[config.mk]
export PLATFORM = sky130hd
export DESIGN_NAME = mux8_rr_arbiter
export DESIGN_NICKNAME = d
export VERILOG_FILES = /design/src/rtl/groundhog_pkg.sv /design/src/rtl/mux8_rr_arbiter_rr_pick8.sv /design/src/rtl/mux8_rr_arbiter.sv
export SDC_FILE = /design/constraint.sdc
export NUM_CORES = 1
export LEC_CHECK = 0
export BUFFER_PORTS_ARGS = -buffer_cell sky130_fd_sc_hd__clkbuf_2
export CAP_MARGIN = 20
export CORE_UTILIZATION = 30
export CTS_BUF_LIST = sky130_fd_sc_hd__clkbuf_4 sky130_fd_sc_hd__clkbuf_8 sky130_fd_sc_hd__clkbuf_16
export CTS_CLUSTER_DIAMETER = 150
export DETAILED_ROUTE_END_ITERATION = 10
export PLACE_DENSITY = 0.62
export RECOVER_POWER = 25
export SKIP_CTS_REPAIR_TIMING = 1
export SLEW_MARGIN = 25
export SYNTH_ARGS = -nofsm -noshare
export SYNTH_HDL_FRONTEND = slang
export SYNTH_SLANG_ARGS = --single-unit
[constraint.sdc]
create_clock -name clk -period 6.7 [get_ports clk]
set_input_delay 1.34 -clock clk [delete_from_list [all_inputs] [get_ports clk]]
set_output_delay 1.34 -clock clk [all_outputs]
set_load 0.05 [all_outputs]
[src/rtl/groundhog_pkg.sv]
// Shared constants, state encoding and small helpers for the 8-way
// round-robin mux arbiter.
package groundhog_pkg;
  localparam int NUM_REQ = 8;
  localparam int SEL_W   = 3;
  localparam int DATA_W  = 16;
  localparam int CNT_W   = 8;

  typedef enum logic {
    IDLE  = 1'b0,
    BURST = 1'b1
  } state_e;

  function automatic logic [NUM_REQ-1:0] onehot8(input logic [SEL_W-1:0] idx);
    return 8'h01 << idx;
  endfunction

  // Beat counter increment that sticks at its maximum instead of wrapping.
  function automatic logic [CNT_W-1:0] sat_inc(input logic [CNT_W-1:0] v);
    return (v == 8'hFF) ? v : v + 8'd1;
  endfunction
endpackage

[src/rtl/mux8_rr_arbiter_rr_pick8.sv]
// Rotating priority encoder: first set request bit scanning ptr, ptr+1, ...
// modulo 8.
module rr_pick8
  import groundhog_pkg::*;
(
  input  logic [NUM_REQ-1:0] req,
  input  logic [SEL_W-1:0]   ptr,
  output logic [SEL_W-1:0]   pick,
  output logic               any
);

  // Scan from the farthest offset down so the nearest request to ptr wins.
  always_comb begin
    pick = 3'd0;
    any  = 1'b0;
    for (int i = NUM_REQ - 1; i >= 0; i--) begin
      pick = req[ptr + SEL_W'(i)] ? (ptr + SEL_W'(i)) : pick;
      any  = any | req[ptr + SEL_W'(i)];
    end
  end

endmodule

[src/rtl/mux8_rr_arbiter.sv]
// Round-robin burst arbiter driving the shared 8-way 16-bit datapath mux
// and forwarding the owner's stream over a valid/ready handshake.
module mux8_rr_arbiter
  import groundhog_pkg::*;
#(
  parameter int MAX_BURST = 4,
  parameter int DATA_W    = 16
) (
  input  logic              clk,
  input  logic              rst_n,
  input  logic [7:0]        req,
  input  logic [7:0]        last,
  input  logic [DATA_W-1:0] a,
  input  logic [DATA_W-1:0] b,
  input  logic [DATA_W-1:0] c,
  input  logic [DATA_W-1:0] d,
  input  logic [DATA_W-1:0] e,
  input  logic [DATA_W-1:0] f,
  input  logic [DATA_W-1:0] g,
  input  logic [DATA_W-1:0] h,
  output logic [7:0]        in_ready,
  output logic [7:0]        grant,
  output logic [2:0]        sel,
  output logic              out_valid,
  input  logic              out_ready,
  output logic [DATA_W-1:0] out,
  output logic              busy
);

  localparam logic [CNT_W-1:0] MAX_BURST_C = CNT_W'(MAX_BURST);

  state_e            state_r, state_n;
  logic [SEL_W-1:0]  sel_r, sel_n;
  logic [SEL_W-1:0]  ptr_r, ptr_n;
  logic [CNT_W-1:0]  beat_cnt_r, beat_cnt_n;
  logic [7:0]        grant_r, grant_n;
  logic [SEL_W-1:0]  pick_s;
  logic              any_s;
  logic              xfer_s;
  logic              release_s;
  logic [CNT_W-1:0]  beat_inc_s;
  logic [DATA_W-1:0] mux_s;

  rr_pick8 u_pick (
    .req  (req),
    .ptr  (ptr_r),
    .pick (pick_s),
    .any  (any_s)
  );

  // Shared 8-way datapath mux driven by the registered select.
  always_comb begin
    case (sel_r)
      3'd0:    mux_s = a;
      3'd1:    mux_s = b;
      3'd2:    mux_s = c;
      3'd3:    mux_s = d;
      3'd4:    mux_s = e;
      3'd5:    mux_s = f;
      3'd6:    mux_s = g;
      3'd7:    mux_s = h;
      default: mux_s = '0;
    endcase
  end

  assign out_valid  = (state_r == BURST) & req[sel_r];
  assign xfer_s     = out_valid & out_ready;
  assign beat_inc_s = sat_inc(beat_cnt_r);
  // Withdrawal releases without a beat; last and burst limit need a transfer.
  assign release_s  = ~req[sel_r]
                    | (xfer_s & last[sel_r])
                    | (xfer_s & (MAX_BURST_C != 8'd0) & (beat_inc_s == MAX_BURST_C));

  // Next-state and next-register logic for the IDLE/BURST sequencer.
  always_comb begin
    state_n    = state_r;
    sel_n      = sel_r;
    ptr_n      = ptr_r;
    beat_cnt_n = beat_cnt_r;
    grant_n    = grant_r;
    case (state_r)
      IDLE: begin
        if (any_s) begin
          state_n    = BURST;
          sel_n      = pick_s;
          beat_cnt_n = 8'd0;
          grant_n    = onehot8(pick_s);
        end else begin
          grant_n    = 8'd0;
        end
      end
      BURST: begin
        beat_cnt_n = xfer_s ? beat_inc_s : beat_cnt_r;
        if (release_s) begin
          state_n = IDLE;
          ptr_n   = sel_r + 3'd1;
          grant_n = 8'd0;
        end else begin
          state_n = BURST;
        end
      end
      default: begin
        state_n = IDLE;
        grant_n = 8'd0;
      end
    endcase
  end

  // Sequencer state registers.
  always_ff @(posedge clk or negedge rst_n) begin
    if (!rst_n) begin
      state_r    <= IDLE;
      sel_r      <= 3'd0;
      ptr_r      <= 3'd0;
      beat_cnt_r <= 8'd0;
      grant_r    <= 8'd0;
    end else begin
      state_r    <= state_n;
      sel_r      <= sel_n;
      ptr_r      <= ptr_n;
      beat_cnt_r <= beat_cnt_n;
      grant_r    <= grant_n;
    end
  end

  assign grant    = grant_r;
  assign sel      = sel_r;
  assign busy     = (state_r == BURST);
  assign in_ready = grant_r & {8{out_ready}};
  assign out      = out_valid ? mux_s : '0;

endmodule

==> run_results.csv <==
group,metric,value,unit
finish,multiInputGateArea,2320,um^2
timing,period_minus_slack,4.77,ns
grt,grt_max_degree,30,
grt,track_usage,21.4,%
power,ir_drop,0.273,mV
power,power.density,528,nW/um^2
timing,maxClockFrequency,210,MHz
timing,grt_setup_unrepaired,"no",
finish,syn_to_final_growth,33.3,%
finish,diodes,0,
worst_setup_path,cp-start-kind,"flop",
floorplan,ioPinCount,184,
worst_setup_path,worstPathArrival,3.43,ns
timing,slew_headroom,12.1,%
synthesis,synth.net_count,521,
synthesis,syn_avg_cell_area,8.45,um^2
timing,fin_skew,0.00530,ns
route,drtIter0Drc,223,
synthesis,synth-edff-count,0,
timing,whs,0.503,ns
route,ant_nets,0,
finish,drive_above_1_share,43.1,%
synthesis,synth_warnings,0,
floorplan,die_w,103,um
worst_setup_path,worstSetupEndpointType,"primary output",
finish,regArea,576,um^2
floorplan,rows,36,
synthesis,ys.flop_type,"dfrtp_1",
route,route.detailed.drc,0,
power,p_int,0.881,mW
timing,worstMarginPinSlew,1.32,ns
power,p_sw,1.29,mW
cts,htree_levels,1,
floorplan,die_h,103,um
synthesis,seq_area_frac_synth,18.7,%
grt,grt_first_pass_wirelength,17700,um
cts,clk_path_buf_depth,2,
power,switching_share,59.4,%
worst_setup_path,crit_chain,"ha_1 -> ha_1 -> or4_1 -> nor2_2 -> a222oi_1 -> a21oi_1 -> clkbuf_2",
synthesis,ys_async_sr_fraction,100,%
placed_design,gp_congestion,0.936,
route,post_drt_wl_per_cell,17.8,um
worst_setup_path,r2r_slack,2.75,ns
worst_setup_path,crit_top_cell,"ha_1",
route,first_pass_iters,8,
synthesis,ys_ff_latch,23,
floorplan,core_area,9860,um^2
worst_setup_path,cp.required,5.36,ns
cts,clk_pin_slew,0.09,ns
timing,report.final.slew_viol_count,0,
power,p_leak,1.99,nW
grt,gr-total-overflow,0,
timing,finalCritPeriodShare,71.2,%
synthesis,netlist_area,3080,um^2
cts,cts.sinks,23,
timing,hold_viol_final,0,
placed_design,dpl_cell_area,4060,um^2
timing,final.setup.tns,0,ns
route,drt-total-wl,11800,um
floorplan,die-area,10700,um^2
hold_path,hold_class,"reg2reg",
timing,fin_ws,1.93,ns
synthesis,ys_types,57,
grt,grt_pass1_vias,3565,
cts,numCtsBuffers,3,
cts,cts-root-buf,"clkbuf_8",
placed_design,dp_slack,1.92,ns
timing,setup_violations,0,
placed_design,dp_hpwl,9500,um
power,combPwrFrac,83.1,%
worst_setup_path,path_max_fanout,17,
finish,final_cell_area,4110,um^2
route,vias_per_cell,5.61,
floorplan,start_util,31.3,%
worst_setup_path,path_class,"reg2out",
finish,n_fill_cell,1007,
placed_design,port-buffer-count,183,
power,p_clk_share,4.2,%
route,dr_total_vias,3712,
finish,nets,686,
synthesis,synth_cells,365,
cts,tritoncts,"yes",
worst_setup_path,max_stage_delay,0.61,ns
power,seq_power_share,12.7,%
grt,grt_antenna_before_repair,0,
worst_setup_path,slowest_stage,"or4_1",
outcome,status,"finished, final reports clean",
run,drv_cap,0,
power,totalPowerFinal,2.17,mW
cts,insertion_delay,0.27,ns
cell usage in the layout (no fill, tap or decap), types with 8 or more instances in the layout:
cell type	Yosys	layout
a21oi_1	25	25
a222oi_1	17	17
a22oi_1	17	17
a41oi_1	8	8
clkbuf_2	0	182
dfrtp_1	23	23
ha_1	9	9
inv_1	19	19
mux2_2	22	22
mux2i_1	14	14
mux4_2	11	11
nand2_1	39	39
nand3_1	10	10
nor2_1	34	33
o21ai_0	8	8
layout make-up:
| cell class | count | area share [%] |
|---|---|---|
| Clock buffer | 3 | 1.00 |
| Clock inverter | 1 | 0.122 |
| Sequential cell | 23 | 14.0 |
| Tap cell | 133 | 4.05 |
| Multi-Input combinational cell | 297 | 56.4 |
| Inverter | 20 | 1.83 |
| Timing Repair Buffer | 185 | 22.6 |
worst max-delay path: cells and delay by family (launching register included):
family / cells / cell delay, ns
simple gates: 2 / 1.17
fa+ha+maj: 2 / 0.68
flops: 1 / 0.52
compound gates: 2 / 0.45
buf+inv: 1 / 0.33
sequential cells by signal, indices dropped and copies added (netlist names):
name and flops:
ptr_r 3, grant 8, beat_cnt_r 8, busy 1
sel 3
per-stage QoR:
step / util [%] / instances
detailed placement: 41.2 / 658
global placement: 41.2 / 658
finish: 41.7 / 662
global route: 41.7 / 662
floorplan: - / 365
CTS: 41.7 / 662
power by group through the flow:
stage / clock, mW / sequential, mW / combinational, mW
2_1_floorplan: 0 / 0.305 / 1.37
3_3_place_gp: 0 / 0.277 / 1.78
3_5_place_dp: 0 / 0.279 / 1.80
4_1_cts: 0.0941 / 0.276 / 1.80
5_1_grt: 0.101 / 0.289 / 1.96
6_report: 0.0915 / 0.275 / 1.81
final timing paths:
path / start / endpoint / depth (start not counted)
max: sel[0] / out[12] / 7
min: sel[2] / sel[2] / 1
max reg2reg: ptr_r[0] / grant[6] / 9
min reg2reg: sel[2] / sel[2] / 1
max in group asynchronous: rst_n / sel[2] / 1
min in group asynchronous: rst_n / beat_cnt_r[7] / 1
cell usage after synthesis (4+ instances only):
library cell | count | area share, %
a21oi_1 | 25 | 4.1
a222oi_1 | 17 | 5.5
a22oi_1 | 17 | 4.1
a41oi_1 | 8 | 2.3
and2_1 | 4 | 0.81
and3_1 | 7 | 1.4
buf_1 | 4 | 0.49
clkbuf_1 | 16 | 1.9
dfrtp_1 | 23 | 19
ha_1 | 9 | 3.7
inv_1 | 19 | 2.3
mux2_2 | 22 | 8.0
mux2i_1 | 14 | 4.5
mux4_2 | 11 | 8.0
nand2_1 | 39 | 4.7
nand2b_1 | 4 | 0.81
nand3_1 | 10 | 1.6
nor2_1 | 34 | 4.1
nor2b_1 | 6 | 1.2
nor4_1 | 4 | 0.81
o21ai_0 | 8 | 1.3
o32ai_1 | 5 | 1.4
kinds of logic (layout without fill, tap and decap cells):
family          Yosys count  after routing  share of synthesized area (%)
compound gates          116            116                           28.5
simple gates            115            115                           17.5
mux                      53             53                           24.2
buf+inv                  45            209                           6.29
flops                    23             23                           18.7
fa+ha+maj                 9              9                           3.65
xor+xnor                  4              4                           1.14
per-layer routing:
layer	share of wire, %	track usage, %
met3	8.0	3.56
met4	3.7	10.9
met5	0	0
met2	49	37.4
met1	39	25.2
Note: power is estimated with default switching activity, not from simulation.
